$ cat config.mk
export PLATFORM = sky130hd
export DESIGN_NAME = gsim_row_sched_flat
export DESIGN_NICKNAME = d
export VERILOG_FILES = /design/src/rtl/gsim_row_sched_if.sv /design/src/rtl/gsim_row_sched.sv /design/src/flat_wrapper.sv
export SDC_FILE = /design/constraint.sdc
export NUM_CORES = 1
export LEC_CHECK = 0
export ABC_CLOCK_PERIOD_IN_PS = 3900
export BUFFER_PORTS_ARGS = -buffer_cell sky130_fd_sc_hd__buf_4
export CAP_MARGIN = 20
export CORE_MARGIN = 2
export CORE_UTILIZATION = 45
export DETAILED_ROUTE_END_ITERATION = 8
export PLACE_DENSITY_LB_ADDON = 0.15
export SYNTH_ARGS = -nofsm -noshare
export SYNTH_HDL_FRONTEND = slang
export SYNTH_SLANG_ARGS = --single-unit
$ cat constraint.sdc
create_clock -name clk -period 3.9 [get_ports clk]
set_input_delay 0.39 -clock clk [delete_from_list [all_inputs] [get_ports clk]]
set_output_delay 0.39 -clock clk [all_outputs]
set_load 0.005 [all_outputs]
$ cat src/rtl/gsim_row_sched_if.sv
// Handshake/bus bundle between the Gauss-Seidel row scheduler and its datapath.
// The `converged` flag exists only when GSIM_EARLY_EXIT_EN is defined.
interface gsim_row_sched_if #(
  parameter int RW = 4
);
  logic          start;
  logic          abort;
  logic [31:0]   tol;
  logic [31:0]   wb_delta;
  logic          issue;
  logic [RW-1:0] row;
  logic [5:0]    nbr_mask;
  logic          wb_en;
  logic          rd_en;
  logic          out_valid;
  logic          done;
  logic [7:0]    iter_cnt;
  logic          busy;
`ifdef GSIM_EARLY_EXIT_EN
  logic          converged;
`endif

  modport master (
    input  start, abort, tol, wb_delta,
    output issue, row, nbr_mask, wb_en, rd_en, out_valid, done, iter_cnt, busy
`ifdef GSIM_EARLY_EXIT_EN
    , output converged
`endif
  );

  modport slave (
    output start, abort, tol, wb_delta,
    input  issue, row, nbr_mask, wb_en, rd_en, out_valid, done, iter_cnt, busy
`ifdef GSIM_EARLY_EXIT_EN
    , input converged
`endif
  );
endinterface

$ cat src/rtl/gsim_row_sched.sv
// Row/iteration scheduler for the Gauss-Seidel PE: one row in flight, banded +-3 masks,
// read-out after the last iteration. GSIM_EARLY_EXIT_EN enables convergence-based exit.
//
// state   | meaning
// IDLE    | waiting for start
// CALC    | one row in flight, down-counter from PE_LAT to write-back
// OUT     | N read cycles of x[0..N-1]
// DRAIN   | last read returning, done pulses
module gsim_row_sched #(
  parameter int N        = 16,
  parameter int MAX_ITER = 80,
  parameter int PE_LAT   = 2
) (
  input logic              clk,
  input logic              reset,
  gsim_row_sched_if.master bus
);
  localparam int RW = $clog2(N);

  localparam logic [1:0] S_IDLE  = 2'd0;
  localparam logic [1:0] S_CALC  = 2'd1;
  localparam logic [1:0] S_OUT   = 2'd2;
  localparam logic [1:0] S_DRAIN = 2'd3;

  logic [1:0]    state;
  logic [2:0]    tmr;
  logic [RW-1:0] cur_row;
  logic [RW-1:0] nxt_row;
  logic [RW-1:0] wb_row_q;
  logic [RW-1:0] row_q;
  logic [5:0]    mask_q;
  logic [7:0]    iter_q;
  logic          issue_q, wb_q, rd_q, ov_q, done_q;
  logic          early_ok;
  logic          final_now;
  logic          last_iter_wb;

  function automatic logic [5:0] mask_of(input logic [RW-1:0] r);
    int ri;
    ri = int'(r);
    return {ri <= N-4, ri >= 3, ri <= N-3, ri >= 2, ri <= N-2, ri >= 1};
  endfunction

  always_comb begin
    nxt_row = (cur_row == RW'(N-1)) ? '0 : cur_row + 1'b1;
  end

`ifdef GSIM_EARLY_EXIT_EN
  logic conv_q;
  logic converged_q;
  // Row 0's write-back restarts the per-iteration flag.
  assign early_ok      = ((wb_row_q == '0) | conv_q) & (bus.wb_delta <= bus.tol);
  assign bus.converged = converged_q;
`else
  logic unused_cfg;
  assign early_ok   = 1'b0;
  assign unused_cfg = ^{bus.tol, bus.wb_delta};
`endif

  // The iteration limit is known one row ahead, so no speculative issue follows the final write-back.
  assign last_iter_wb = (cur_row == RW'(N-1)) && ((9'(iter_q) + 9'd1) == 9'(MAX_ITER));
  assign final_now    = wb_q && (wb_row_q == RW'(N-1)) &&
                        ((iter_q == 8'(MAX_ITER)) || early_ok);

  always_ff @(posedge clk or posedge reset) begin
    if (reset) begin
      state    <= S_IDLE;
      tmr      <= '0;
      cur_row  <= '0;
      wb_row_q <= '0;
      row_q    <= '0;
      mask_q   <= '0;
      iter_q   <= '0;
      issue_q  <= 1'b0;
      wb_q     <= 1'b0;
      rd_q     <= 1'b0;
      ov_q     <= 1'b0;
      done_q   <= 1'b0;
`ifdef GSIM_EARLY_EXIT_EN
      conv_q      <= 1'b0;
      converged_q <= 1'b0;
`endif
    end else begin
      issue_q <= 1'b0;
      wb_q    <= 1'b0;
      rd_q    <= 1'b0;
      done_q  <= 1'b0;
      mask_q  <= '0;
      ov_q    <= rd_q;
      if (bus.abort) begin
        state   <= S_IDLE;
        ov_q    <= 1'b0;
        row_q   <= '0;
        cur_row <= '0;
        tmr     <= '0;
      end else begin
        case (state)
          S_IDLE: begin
            if (bus.start) begin
              state   <= S_CALC;
              issue_q <= 1'b1;
              row_q   <= '0;
              cur_row <= '0;
              mask_q  <= mask_of('0);
              tmr     <= 3'(PE_LAT - 1);
              iter_q  <= '0;
`ifdef GSIM_EARLY_EXIT_EN
              conv_q      <= 1'b0;
              converged_q <= 1'b0;
`endif
            end
          end
          S_CALC: begin
            if (final_now) begin
              state   <= S_OUT;
              rd_q    <= 1'b1;
              row_q   <= '0;
              cur_row <= '0;
`ifdef GSIM_EARLY_EXIT_EN
              converged_q <= early_ok && (iter_q != 8'(MAX_ITER));
`endif
            end else begin
`ifdef GSIM_EARLY_EXIT_EN
              if (wb_q) conv_q <= early_ok;
`endif
              if (tmr == '0) begin
                wb_q     <= 1'b1;
                wb_row_q <= cur_row;
                if (cur_row == RW'(N-1)) iter_q <= iter_q + 8'd1;
                if (!last_iter_wb) begin
                  issue_q <= 1'b1;
                  row_q   <= nxt_row;
                  cur_row <= nxt_row;
                  mask_q  <= mask_of(nxt_row);
                  tmr     <= 3'(PE_LAT - 1);
                end else begin
                  row_q <= cur_row;
                end
              end else begin
                tmr <= tmr - 3'd1;
              end
            end
          end
          S_OUT: begin
            if (cur_row == RW'(N-1)) begin
              state  <= S_DRAIN;
              done_q <= 1'b1;
            end else begin
              rd_q    <= 1'b1;
              row_q   <= nxt_row;
              cur_row <= nxt_row;
            end
          end
          default: begin
            state <= S_IDLE;
          end
        endcase
      end
    end
  end

  assign bus.issue     = issue_q;
  assign bus.row       = row_q;
  assign bus.nbr_mask  = mask_q;
  assign bus.wb_en     = wb_q;
  assign bus.rd_en     = rd_q;
  assign bus.out_valid = ov_q;
  assign bus.done      = done_q;
  assign bus.iter_cnt  = iter_q;
  assign bus.busy      = (state != S_IDLE);
endmodule

$ cat src/flat_wrapper.sv
// flat-port wrapper written by rule: the top's interface ports become plain ports
module gsim_row_sched_flat 
#(
  parameter int N        = 16,
  parameter int MAX_ITER = 80,
  parameter int PE_LAT   = 2
)
  (clk, reset, bus_start, bus_abort, bus_tol, bus_wb_delta, bus_issue, bus_row, bus_nbr_mask, bus_wb_en, bus_rd_en, bus_out_valid, bus_done, bus_iter_cnt, bus_busy);
  gsim_row_sched_if #(.RW(4)) bus_i ();
  input logic clk;
  input logic reset;
  input wire logic [$bits(bus_i.start)-1:0] bus_start;
  input wire logic [$bits(bus_i.abort)-1:0] bus_abort;
  input wire logic [$bits(bus_i.tol)-1:0] bus_tol;
  input wire logic [$bits(bus_i.wb_delta)-1:0] bus_wb_delta;
  output wire logic [$bits(bus_i.issue)-1:0] bus_issue;
  output wire logic [$bits(bus_i.row)-1:0] bus_row;
  output wire logic [$bits(bus_i.nbr_mask)-1:0] bus_nbr_mask;
  output wire logic [$bits(bus_i.wb_en)-1:0] bus_wb_en;
  output wire logic [$bits(bus_i.rd_en)-1:0] bus_rd_en;
  output wire logic [$bits(bus_i.out_valid)-1:0] bus_out_valid;
  output wire logic [$bits(bus_i.done)-1:0] bus_done;
  output wire logic [$bits(bus_i.iter_cnt)-1:0] bus_iter_cnt;
  output wire logic [$bits(bus_i.busy)-1:0] bus_busy;
  assign bus_i.start = bus_start;
  assign bus_i.abort = bus_abort;
  assign bus_i.tol = bus_tol;
  assign bus_i.wb_delta = bus_wb_delta;
  assign bus_issue = bus_i.issue;
  assign bus_row = bus_i.row;
  assign bus_nbr_mask = bus_i.nbr_mask;
  assign bus_wb_en = bus_i.wb_en;
  assign bus_rd_en = bus_i.rd_en;
  assign bus_out_valid = bus_i.out_valid;
  assign bus_done = bus_i.done;
  assign bus_iter_cnt = bus_i.iter_cnt;
  assign bus_busy = bus_i.busy;
  gsim_row_sched #(.N(N), .MAX_ITER(MAX_ITER), .PE_LAT(PE_LAT)) u_core (.clk(clk), .reset(reset), .bus(bus_i));
endmodule
==> results.toml <==
[status]
outcome = "finished, final reports clean"

[setup_path]
worstSetupPathType = "reg2reg"
arrival_ns = 2.49
rr_startpoint = "u_core.state[1]"
slowest_delay_ns = 0.54
critical-path-slowest-cell = "or4_1"
crit_fanout = 13
crit_chain = "inv_1 > ha_1 > mux2_4 > and2_2 > nand2_1 > or4_1 > o211ai_1"
cp-end-kind = "flop"
r2r-end = "u_core.bus.iter_cnt[4]"
critPathLaunchType = "flop"
ff2ff_path_depth = 7
r2r_setup_slack_ns = 1.60
cp.required_ns = 4.09

[sta]
fin_skew_ns = 0.00710
setup_viol = 0
timing.final.crit_period_ns = 2.30
rsz0062_at_grt = "false"
slew_violations = 0
worstMarginPinSlew_ns = 0.506
clock.fmax_mhz = 435
final_hold_viol_count = 0
finalCritPeriodShare_pct = 58.9
tns_ns = 0
slew_headroom_pct = 66.2

[pwr]
switchingPower_uw = 416
p_leak_uw = 0.00115
ir_worst_vdd_mv = 0.183
power.share.switching_pct = 35.5
p_comb_share_pct = 34.3
clock_power_share_pct = 27.1
p_seq_share_pct = 38.6
internal-power_uw = 754
p_per_area_mw_per_mm2 = 510

[global_route]
antenna_found_initial = 0
globalRouteMet2Util_pct = 35.0
met1_usage_pct = 22.1
met3_usage_pct = 5.09
track_usage_pct = 19.7
top_usage_layer = "met2"
grt_pass1_wl_um = 7540
grt_pass1_vias = 1662
grt_overflow = 0
grt_max_degree = 33

[routing]
drc = 0
drt-total-wl_um = 4360
wl_per_cell_um = 15.6
dr.pass1.iters = 6
viasPerCell = 5.68
first_iter_violations = 128
ant_nets = 0
vias = 1591

[clocking]
worstSkewPairLatency_ns = 0.28
post-cts-setup-buffer-count = 0
holdBufCountCts = 0
ctsRootBufferMaster = "clkbuf_8"
cts.sinks = 32
cts_buffer_depth = 2
post_cts_resized = 0
htreeDepth = 2
numCtsBuffers = 5
clkTransAtPathRegs_ns = 0.07
cts_tree = "done"

[synth]
synth_seq_cells = 32
yosys-top-cells-area = "dfrtp_1 42%, ha_1 7.8%, nand2_1 4.9%"
synth-async-reset-ratio_pct = 100
syn_area_sq_mm = 0.00193
synth_edf_count = 0
netlist-cell-type-count = 47
synth_top_area_share_pct = 41.5
ys_top_cells_by_count = "32 x dfrtp_1, 25 x nand2_1, 18 x inv_1"
synth_most_common_cell = "dfrtp_1"
syn-num-nets = 278
yosysSeqAreaShare_pct = 41.5
synth.avg_cell_area_sq_um = 9.74
synth_ff_type = "dfrtp_1"
synthCells = 198
synth_largest_area_cell = "dfrtp_1"
yosysWarnings = 0

[finish]
layout.nets = 309
drive_above_1_share_pct = 23.0
fin_cells = 280
antenna_cells = 0
area_growth_pct = 18.9

[placement]
dp_hpwl_um = 3170
io_buffers = 27
place_congestion = 0.881
place_inst = 272

[floorplan]
die-height_um = 69.5
die_w_um = 69.5
ios = 92
rows = 23
dieArea_sq_mm = 0.00482
design.core.area_sq_mm = 0.00406
initial_core_util_pct = 47.5

[flow_run]
drv_cap = 0

[worst_hold_path]
hold_class = "in2async"
[layer usage]
metal | share of wire, % | up-vias
met5 | 0 | -
met4 | 0.39 | 0
met3 | 5.0 | 2
met2 | 51 | 54
met1 | 43 | 770
li1 | - | 765
[metrics by stage]
stage / worst slack, ns / total power, uW / area [sq um] / hold WS, ns / util [%]
2_1_floorplan: 2.08 / 707 / 1930 / 0.488 / -
3_3_place_gp: 1.68 / 839 / 2180 / 0.481 / 53.7
3_5_place_dp: 1.64 / 853 / 2180 / 0.488 / 53.7
4_1_cts: 1.61 / 1180 / 2290 / 0.204 / 56.5
5_1_grt: 1.48 / 1240 / 2290 / 0.241 / 56.5
6_report: 1.60 / 1170 / 2290 / 0.188 / 56.5
[registers in the layout, summed over array words and instances (netlist names)]
name and flops:
u_core.bus.out_valid 1, u_core.cur_row 4, u_core.bus.issue 1, u_core.bus.wb_en 1, u_core.bus.nbr_mask 6, u_core.bus.iter_cnt 8, u_core.wb_row_q 4, u_core.state 2
u_core.bus.done 1, u_core.bus.rd_en 1, u_core.tmr 3
[critical path, delay by kind of cell, from the launching register on]
| kind | cells | cell delay, ns |
|---|---|---|
| AO/OA/AOI/OAI | 1 | 0.10 |
| flip-flops | 1 | 0.42 |
| multiplexers | 1 | 0.28 |
| AND/OR/NAND/NOR | 3 | 0.84 |
| buffers and inverters | 1 | 0.09 |
| adder cells (fa/ha/maj) | 1 | 0.47 |
[worst max path at each step]
stage | start | end | slack (ns)
2_1_floorplan | u_core.cur_row[0] | u_core.cur_row[3] | 2.08
3_3_place_gp | u_core.state[1] | u_core.bus.iter_cnt[4] | 1.68
3_5_place_dp | u_core.state[1] | u_core.bus.iter_cnt[4] | 1.64
4_1_cts | u_core.state[1] | u_core.bus.iter_cnt[4] | 1.61
5_1_grt | u_core.state[1] | u_core.bus.iter_cnt[4] | 1.48
6_report | u_core.state[1] | u_core.bus.iter_cnt[4] | 1.60
[placed cells by master (no fill, tap or decap), drive strengths merged, types with 2 or more instances in the layout]
| cell type | count |
|---|---|
| dfrtp | 32 |
| buf | 28 |
| nand2 | 25 |
| inv | 18 |
| nor2 | 15 |
| ha | 12 |
| nand3 | 9 |
| a31oi | 7 |
| mux2 | 7 |
| o21ai | 5 |
| a21oi | 5 |
| clkbuf | 5 |
| nor3 | 5 |
| a21o | 4 |
| nor2b | 4 |
| o211ai | 4 |
| nand2b | 4 |
| mux2i | 4 |
| o41ai | 3 |
| nand4b | 3 |
| or3 | 2 |
| or4 | 2 |
| nor4 | 2 |
| a221o | 2 |
| a21boi | 2 |
| nand4 | 2 |
| and2 | 2 |
| o31ai | 2 |
[logic make-up after synthesis]
kind of cell,count (synthesis),share of synthesized area (%)
AOI/OAI and AO/OA,41,15.2
adders and majority gates,12,7.79
buffers and inverters,22,4.54
DFF,32,41.5
muxes,11,6.36
and+or+nand+nor,80,24.6
[power groups by stage]
stage,Sequential (uW),Combinational (uW),Clock [uW]
final,451,401,317
after CTS,450,401,326
after floorplan,446,261,0
after detailed placement,456,397,0
after global routing,459,440,342
after global placement,453,386,0
[cell type report]
cell class / count / area (sq um)
fillers: 350 / 1770
well taps: 50 / 62.6
repair buffers: 28 / 210
inverters: 18 / 67.6
clock buffers: 5 / 68.8
flip-flops and latches: 32 / 801
clock inverters: 3 / 42.5
multi-input cells: 144 / 1040
No activity file was read; power rests on OpenSTA's default activity.
